[src/rtl/axi4_lite_pkg.sv]
// Shared definitions for AXI4-lite bus masters.
//   state_e    : transaction state of the single-outstanding initiator
//   req_t      : native request latched at accept time
//   PROT_*     : AxPROT encodings for data accesses and instruction fetches
//   AXI_*_W    : address, data and strobe widths of the AXI4-lite port
package axi4_lite_pkg;

  localparam int unsigned AXI_ADDR_W = 32;
  localparam int unsigned AXI_DATA_W = 32;
  localparam int unsigned AXI_STRB_W = AXI_DATA_W / 8;

  localparam logic [2:0] PROT_DATA = 3'b000;
  localparam logic [2:0] PROT_INSN = 3'b100;

  typedef enum logic [2:0] {
    IDLE,
    RD_ADDR,
    RD_DATA,
    WR_REQ,
    WR_RESP,
    DONE
  } state_e;

  typedef struct packed {
    logic [AXI_ADDR_W-1:0] addr;
    logic [AXI_DATA_W-1:0] wdata;
    logic [AXI_STRB_W-1:0] wstrb;
    logic                  instr;
  } req_t;

endpackage

[src/rtl/axi_watchdog.sv]
// Transaction watchdog for a bus master.
//   clk, resetn : clock, asynchronous active-low reset
//   clear       : restart the count (new transaction accepted)
//   run         : a transaction is in flight this cycle
//   timeout     : sticky flag, set once the in-flight count reaches
//                 TIMEOUT_CYCLES; cleared only by reset. 0 disables it.
module axi_watchdog #(
  parameter int unsigned TIMEOUT_CYCLES = 0,
  parameter int unsigned CNT_W          = 32
) (
  input  logic clk,
  input  logic resetn,
  input  logic clear,
  input  logic run,
  output logic timeout
);

  logic [CNT_W-1:0] count_q, count_d;
  logic             timeout_q, timeout_d;

  // NOTE: every variable driven here gets a default first, so no path
  // through the block leaves it unassigned and no latch is inferred.
  always_comb begin
    count_d   = count_q;
    timeout_d = timeout_q;
    if (clear) begin
      count_d = '0;
    end else if (run && count_q != '1) begin
      // Saturate instead of wrapping so a hung bus cannot re-arm the compare.
      count_d = count_q + 1'b1;
    end
    // The flag rises on the same edge the count reaches the limit.
    if (TIMEOUT_CYCLES != 0 && !clear && run &&
        count_d == CNT_W'(TIMEOUT_CYCLES)) begin
      timeout_d = 1'b1;
    end
  end

  // NOTE: sequential state is updated only with non-blocking assignments so
  // every flop samples the values from before the edge.
  always_ff @(posedge clk or negedge resetn) begin
    if (!resetn) begin
      count_q   <= '0;
      timeout_q <= 1'b0;
    end else begin
      count_q   <= count_d;
      timeout_q <= timeout_d;
    end
  end

  assign timeout = timeout_q;

endmodule

[src/rtl/axi4_lite_initiator.sv]
// Native valid/ready memory port to single-beat AXI4-lite initiator.
//   clk, resetn             : clock, asynchronous active-low reset
//   mem_valid/instr/addr/wdata/wstrb : native request (wstrb==0 is a read)
//   mem_ready, mem_rdata    : one-cycle completion pulse and read data
//   timeout                 : sticky watchdog flag
//   mem_axi_aw*/w*/b*       : AXI4-lite write address, data, response
//   mem_axi_ar*/r*          : AXI4-lite read address and data
// One transaction is outstanding at a time; all outputs come from flops.
module axi4_lite_initiator
  import axi4_lite_pkg::*;
#(
  parameter int unsigned TIMEOUT_CYCLES = 0
) (
  input  logic                  clk,
  input  logic                  resetn,
  input  logic                  mem_valid,
  input  logic                  mem_instr,
  input  logic [AXI_ADDR_W-1:0] mem_addr,
  input  logic [AXI_DATA_W-1:0] mem_wdata,
  input  logic [AXI_STRB_W-1:0] mem_wstrb,
  output logic                  mem_ready,
  output logic [AXI_DATA_W-1:0] mem_rdata,
  output logic                  timeout,
  output logic                  mem_axi_awvalid,
  input  logic                  mem_axi_awready,
  output logic [AXI_ADDR_W-1:0] mem_axi_awaddr,
  output logic [2:0]            mem_axi_awprot,
  output logic                  mem_axi_wvalid,
  input  logic                  mem_axi_wready,
  output logic [AXI_DATA_W-1:0] mem_axi_wdata,
  output logic [AXI_STRB_W-1:0] mem_axi_wstrb,
  input  logic                  mem_axi_bvalid,
  output logic                  mem_axi_bready,
  output logic                  mem_axi_arvalid,
  input  logic                  mem_axi_arready,
  output logic [AXI_ADDR_W-1:0] mem_axi_araddr,
  output logic [2:0]            mem_axi_arprot,
  input  logic                  mem_axi_rvalid,
  output logic                  mem_axi_rready,
  input  logic [AXI_DATA_W-1:0] mem_axi_rdata
);

  state_e                state_q, state_d;
  req_t                  req_q, req_d;
  logic [AXI_DATA_W-1:0] rdata_q, rdata_d;
  logic                  aw_done_q, aw_done_d;
  logic                  w_done_q, w_done_d;
  logic                  arvalid_q, arvalid_d;
  logic                  rready_q, rready_d;
  logic                  awvalid_q, awvalid_d;
  logic                  wvalid_q, wvalid_d;
  logic                  bready_q, bready_d;
  logic                  mem_ready_q, mem_ready_d;
  logic                  accept;
  logic                  run;

  always_comb begin
    state_d   = state_q;
    req_d     = req_q;
    rdata_d   = rdata_q;
    aw_done_d = aw_done_q;
    w_done_d  = w_done_q;
    accept    = 1'b0;

    case (state_q)
      IDLE: begin
        // mem_valid is looked at only here, so a request still held during
        // the DONE cycle is never issued twice.
        if (mem_valid) begin
          accept    = 1'b1;
          req_d     = '{addr: mem_addr, wdata: mem_wdata,
                        wstrb: mem_wstrb, instr: mem_instr};
          aw_done_d = 1'b0;
          w_done_d  = 1'b0;
          state_d   = (|mem_wstrb) ? WR_REQ : RD_ADDR;
        end
      end
      RD_ADDR: if (arvalid_q && mem_axi_arready) state_d = RD_DATA;
      RD_DATA: begin
        if (mem_axi_rvalid) begin
          rdata_d = mem_axi_rdata;
          state_d = DONE;
        end
      end
      WR_REQ: begin
        // AW and W complete independently, in either order or together.
        aw_done_d = aw_done_q | (awvalid_q & mem_axi_awready);
        w_done_d  = w_done_q  | (wvalid_q  & mem_axi_wready);
        if (aw_done_d && w_done_d) state_d = WR_RESP;
      end
      WR_RESP: if (mem_axi_bvalid) state_d = DONE;
      DONE:    state_d = IDLE;
      default: state_d = IDLE;
    endcase

    // Handshake outputs are decoded from the next state and registered, so
    // no input reaches an output combinationally.
    arvalid_d   = (state_d == RD_ADDR);
    rready_d    = (state_d == RD_DATA);
    awvalid_d   = (state_d == WR_REQ) && !aw_done_d;
    wvalid_d    = (state_d == WR_REQ) && !w_done_d;
    bready_d    = (state_d == WR_RESP);
    mem_ready_d = (state_d == DONE);
  end

  always_ff @(posedge clk or negedge resetn) begin
    if (!resetn) begin
      state_q     <= IDLE;
      req_q       <= '0;
      rdata_q     <= '0;
      aw_done_q   <= 1'b0;
      w_done_q    <= 1'b0;
      arvalid_q   <= 1'b0;
      rready_q    <= 1'b0;
      awvalid_q   <= 1'b0;
      wvalid_q    <= 1'b0;
      bready_q    <= 1'b0;
      mem_ready_q <= 1'b0;
    end else begin
      state_q     <= state_d;
      req_q       <= req_d;
      rdata_q     <= rdata_d;
      aw_done_q   <= aw_done_d;
      w_done_q    <= w_done_d;
      arvalid_q   <= arvalid_d;
      rready_q    <= rready_d;
      awvalid_q   <= awvalid_d;
      wvalid_q    <= wvalid_d;
      bready_q    <= bready_d;
      mem_ready_q <= mem_ready_d;
    end
  end

  assign run = (state_q != IDLE) && (state_q != DONE);

  axi_watchdog #(
    .TIMEOUT_CYCLES(TIMEOUT_CYCLES)
  ) u_watchdog (
    .clk    (clk),
    .resetn (resetn),
    .clear  (accept),
    .run    (run),
    .timeout(timeout)
  );

  assign mem_ready       = mem_ready_q;
  assign mem_rdata       = rdata_q;
  assign mem_axi_awvalid = awvalid_q;
  assign mem_axi_awaddr  = req_q.addr;
  assign mem_axi_awprot  = PROT_DATA;
  assign mem_axi_wvalid  = wvalid_q;
  assign mem_axi_wdata   = req_q.wdata;
  assign mem_axi_wstrb   = req_q.wstrb;
  assign mem_axi_bready  = bready_q;
  assign mem_axi_arvalid = arvalid_q;
  assign mem_axi_araddr  = req_q.addr;
  assign mem_axi_arprot  = req_q.instr ? PROT_INSN : PROT_DATA;
  assign mem_axi_rready  = rready_q;

endmodule
[config.mk]
export PLATFORM = sky130hd
export DESIGN_NAME = axi4_lite_initiator
export DESIGN_NICKNAME = d
export VERILOG_FILES = /design/src/rtl/axi4_lite_pkg.sv /design/src/rtl/axi_watchdog.sv /design/src/rtl/axi4_lite_initiator.sv
export SDC_FILE = /design/constraint.sdc
export NUM_CORES = 1
export LEC_CHECK = 0
export CAP_MARGIN = 30
export CORE_UTILIZATION = 39
export CTS_CLUSTER_SIZE = 10
export DETAILED_ROUTE_END_ITERATION = 7
export GPL_ROUTABILITY_DRIVEN = 0
export GPL_TIMING_DRIVEN = 1
export PLACE_DENSITY_LB_ADDON = 0.25
export SETUP_SLACK_MARGIN = 0.05
export SLEW_MARGIN = 40
export SYNTH_ARGS = -nofsm -noshare
export SYNTH_HDL_FRONTEND = slang
export SYNTH_SLANG_ARGS = --single-unit
[constraint.sdc]
create_clock -name clk -period 1.9 [get_ports clk]
set_clock_uncertainty 0.15 [all_clocks]
set_input_delay 0.57 -clock clk [delete_from_list [all_inputs] [get_ports clk]]
set_output_delay 0.57 -clock clk [all_outputs]
set_load 0.1 [all_outputs]
==> results_dict.tcl, run 1 <==
set metrics [dict create \
    hpwl_um 9670 \
    die_x_um 110 \
    multi_input_area_sq_um 1510 \
    avgSynthCellArea_sq_um 15.3 \
    cts_tree "done" \
    nets 655 \
    final_hold_viol_count 0 \
    grt_max_degree 58 \
    vias 3281 \
    grt-busiest-layer "met2" \
    clk_path_buf_depth 2 \
    synth_xor_area_share_pct 0 \
    final_max_slew_viol_count 0 \
    antenna_found_initial 0 \
    clock-root-buffer "clkbuf_16" \
    synth_cell_types 27 \
    grt_first_pass_wirelength_um 19400 \
    rrSetupSlack_ps 50 \
    htree_num_levels 3 \
    netlist_instances 298 \
    synth-seq-area-share_pct 61.5 \
    ant_nets 0 \
    area_growth_pct 102 \
    use_met2_pct 39.4 \
    crit_arrival_ps 1930 \
    fin_crit_sh_pct 97.5 \
    grtUsageMet1_pct 23.1 \
    setup_violations 0 \
    startpoint_type "flop" \
    yosysTopAreaCellShare_pct 61.5 \
    routed_wl_um 13300 \
    status "complete, no violations" \
    netlist_area_sq_um 4560 \
    clock-sinks 112 \
    muxShareOfSynthArea_pct 25.0 \
    synth_area_leaders "dfrtp_1 61%, mux2_1 21%, buf_4 6.6%" \
    fp.dieH_um 110 \
    rsz0062_at_grt "yes" \
    portBuffers 247 \
    dp_cells 664 \
    maxClockFrequency_ghz 0.540 \
    required_ps 1980 \
    fill_cells 632 \
    ys_seq_elements 112 \
    drive_above_1_share_pct 50.1 \
    period_minus_slack_ps 1850 \
    instances_no_fill 694 \
    drtPass1Iterations 4 \
    cts-buffers-inserted 9 \
    pre_cts_ws_ps -437 \
    io_pins 254 \
    crit_type "flop to flop" \
    drt_iter0_markers 129 \
    synth_top_family_by_area "multiplexers" \
    initial_core_util_pct 39.9 \
    grt_pass1_vias 3586 \
    clkTransAtPathRegs_ps 70 \
    synth_ff_type "dfrtp_1" \
    num_rows 39 \
    synth_compound_area_share_pct 1.92 \
    utilization_pct 80.6 \
    ys_warn_count 0 \
    die-area_sq_um 12100 \
    synthSimpleGateAreaFrac_pct 2.39 \
    hold_ws_ps 43.3 \
    min_path_type "input port to async pin" \
    gr-usage-met3_pct 9.35 \
    diodes 0 \
    drcViolationCount 0 \
    synth_fa_ha_area_share_pct 0 \
    wl_per_cell_um 19.2 \
    cp_max_fo 5 \
    core_area_sq_um 11400 \
    synth_edf_count 0 \
    yosysTopAreaCell "dfrtp_1" \
    routed_via_density 4.73 \
    async_flop_share_pct 100 \
    endpoint_kind "flop" \
    finalWorstSetupSlack_ps 46.9 \
    clkLatencyLatePin_ps 340 \
    max_cap_violations 0 \
    overflow 0 \
    grt_use_total_pct 21.9 \
    regArea_sq_um 2850 \
]
[worst max-delay path, cell delays in order, from the launching register on]
cell       delay (ps)
dfrtp_2           470
nor4b_4           290
buf_4             180
bufbuf_16         260
buf_4             110
mux2_4            300
[what timing repair did]
item,CTS,global route
endpoints found under the setup margin,99,60
hold buffers,0,0
pin swaps,1,2
gates cloned,4,2
setup buffers,7,1
resized for setup,10,33
[through the flow]
stage / area (sq um) / setup TNS (ps)
floorplan: 4620 / 0
global placement: 8540 / -36090
detailed placement: 8540 / -39560
CTS: 9030 / 0
global route: 9200 / -14.1
finish: 9200 / 0
[synthesized netlist by cell type (all sizes together) (2+ instances only)]
master	n
a21oi	6
a31oi	3
buf	50
dfrtp	112
inv	2
mux2	101
nand3	3
nor2	5
[registers in the layout (all words and copies together), names as in the netlist, 3 cells and up]
register	count
mem_axi_araddr	32
state_q	3
mem_axi_wstrb	4
mem_rdata	32
mem_axi_wdata	32
[cell type report]
cell class | instances | share of cell area, %
Clock buffer | 14 | 2.98
Multi-Input combinational cell | 138 | 16.4
Clock inverter | 2 | 0.150
Sequential cell | 112 | 30.9
Timing Repair Buffer | 283 | 47.5
Inverter | 2 | 0.0816
Tap cell | 143 | 1.94
[metal layers]
metal / routed length (um) / vias to the layer above
met4: 195 / 0
met1: 4630 / 1644
met2: 7310 / 145
met3: 1210 / 10
li1: - / 1482
met5: 0 / -
[path summary, 6_finish.rpt]
check | startpoint | to | cells after the start
max | state_q[0] | mem_axi_wdata[22] | 5
min | resetn | mem_axi_wdata[26] | 2
max reg2reg | state_q[0] | mem_axi_wdata[22] | 5
min reg2reg | aw_done_q | aw_done_q | 2
max in group asynchronous | resetn | mem_axi_araddr[11] | 2
min in group clk | aw_done_q | aw_done_q | 2
[placed cells by master (no fill, tap or decap), types with 2 or more instances in the layout]
cell type        netlist  routed
nor2_1                 5       5
buf_12                 0     149
a31oi_1                3       3
a21oi_1                6       6
dfrtp_2                0      34
clkbuf_1               1       2
mux2_4                 0      35
clkbuf_8               0       3
buf_4                 40      19
dlygate4sd2_1          0       2
clkbuf_16              0      11
nand3_1                3       3
mux2_1                84      52
inv_1                  2       2
clkdlybuf4s50_1        0     105
dfrtp_1              112      78
buf_6                  9       3
bufbuf_16              0       2
conb_1                 1       6
mux2_2                17      14
[logic make-up after synthesis]
family	count (synthesis)
multiplexers	101
AND/OR/NAND/NOR	17
AO/OA/AOI/OAI	14
buffers and inverters	53
flip-flops	112
other	1
Power of run 1 is not shown: default switching activity piles up to over one toggle a cycle in this logic, so the estimate is an artifact.
==> run 2, diff against run 1 <==
Settings changed: CORE_UTILIZATION 39 to 35.
Clock period 1.9 ns to 1.54 ns, I/O delays scaled along.
==> results_dict.tcl, run 2 (same netlist as run 1, synthesis figures left out) <==
set metrics [dict create \
    portBuffers 247 \
    wl_per_cell_um 19.7 \
    vias 3360 \
    die_x_um 116 \
    min_path_type "input port to async pin" \
    initial_core_util_pct 36.0 \
    final_hold_viol_count 0 \
    worstPathCellList "nor4b_4 -> buf_6 -> buf_12 -> buf_16 -> mux2_4" \
    rsz0062_at_grt "yes" \
    clk_path_buf_depth 2 \
    routed_wl_um 14500 \
    pre_cts_ws_ps -775 \
    maxClockFrequency_ghz 0.556 \
    mostFrequentLayoutCell "buf_12" \
    endpoint_kind "flop" \
    cp_max_fo 6 \
    rr_worst_depth 5 \
    cts-buffers-inserted 9 \
    clock-root-buffer "clkbuf_16" \
    overflow 0 \
    drcViolationCount 0 \
    grt_first_pass_wirelength_um 21100 \
    max_cap_violations 0 \
    die-area_sq_um 13500 \
    fin_crit_sh_pct 117 \
    grt_pass1_vias 3695 \
    drtPass1Iterations 4 \
    r2r_start "state_q[1]" \
    final_cell_mix "149 x buf_12, 105 x clkdlybuf4s50_1, 91 x mux2_4, 76 x dfrtp_2, 33 x dfrtp_4" \
    rrSetupSlack_ps -260 \
    cp_slowest_cell "dfrtp_1" \
    crit_type "flop to flop" \
    clkLatencyLatePin_ps 360 \
    clkTransAtPathRegs_ps 80 \
    setup_violations 249 \
    crit_arrival_ps 1890 \
    core_area_sq_um 12700 \
    fp.dieH_um 116 \
    required_ps 1630 \
    drive_above_1_share_pct 72.9 \
    cts_tree "done" \
    area_growth_pct 115 \
    io_pins 254 \
    antenna_found_initial 0 \
    hpwl_um 9810 \
    finalWorstSetupSlack_ps -258 \
    grt_use_total_pct 21.5 \
    routed_via_density 4.58 \
    startpoint_type "flop" \
    ant_nets 0 \
    final_max_slew_viol_count 0 \
    max_stage_delay_ps 430 \
    clock-sinks 112 \
    period_minus_slack_ps 1800 \
    drt_iter0_markers 163 \
    r2r-end "mem_axi_wdata[20]" \
    violations "negative setup slack" \
    status "finished with violations" \
    nets 665 \
    diodes 0 \
    htree_num_levels 3 \
    grt_max_degree 43 \
    num_rows 41 \
]
-- run 2: stage by stage --
step	instance area, sq um	util (%)	setup TNS [ps]	cells	hold slack [ps]
finish	9780	77.2	-28960	733	367
detailed placement	8790	69.4	-73850	687	203
global placement	8790	69.4	-70000	687	194
floorplan	5060	-	-9470	303	16.4
global route	9780	77.2	-39450	733	369
CTS	9690	76.5	-32350	731	371
-- run 2: worst max-delay path by stage --
stage | startpoint | end | slack [ps]
2_1_floorplan | mem_axi_araddr[0] | mem_axi_awaddr[0] | -120
3_3_place_gp | mem_valid | mem_axi_wdata[30] | -720
3_5_place_dp | mem_valid | mem_axi_wdata[30] | -770
4_1_cts | state_q[1] | mem_axi_araddr[18] | -260
5_1_grt | state_q[1] | mem_axi_araddr[14] | -320
6_report | state_q[1] | mem_axi_wdata[20] | -260
-- run 2: layout make-up --
class	count	area, sq um
clock buffer	12	246
clock inverter	4	55.1
fill	712	2890
inverter	2	7.51
multi-input combinational	138	1750
sequential	112	3020
tap	172	215
timing repair buffer	293	4480
-- run 2: timing repair --
| item | CTS | global route |
|---|---|---|
| gates cloned | 8 | 0 |
| hold buffers | 1 | 0 |
| pin swaps | 1 | 1 |
| endpoints found under the hold margin | 12 | 0 |
| buffers inserted | 19 | 6 |
| endpoints found under the setup margin | 250 | 250 |
| resized for setup | 61 | 30 |
-- run 2: critical path, delay by kind of cell (launching register included) --
kind                   cells  cell delay, ps
buffers and inverters      3             490
DFF                        1             430
muxes                      1             300
and+or+nand+nor            1             300
-- run 2: per-layer routing --
layer / up-vias / routed length, um / global-route usage (%)
met2: 131 / 8070 / 39.8
met5: - / 0 / 0
met4: 0 / 244 / 6.92
met3: 14 / 778 / 5.76
li1: 1507 / - / -
met1: 1708 / 5360 / 24.0
Power of run 2 is left out for the same reason.
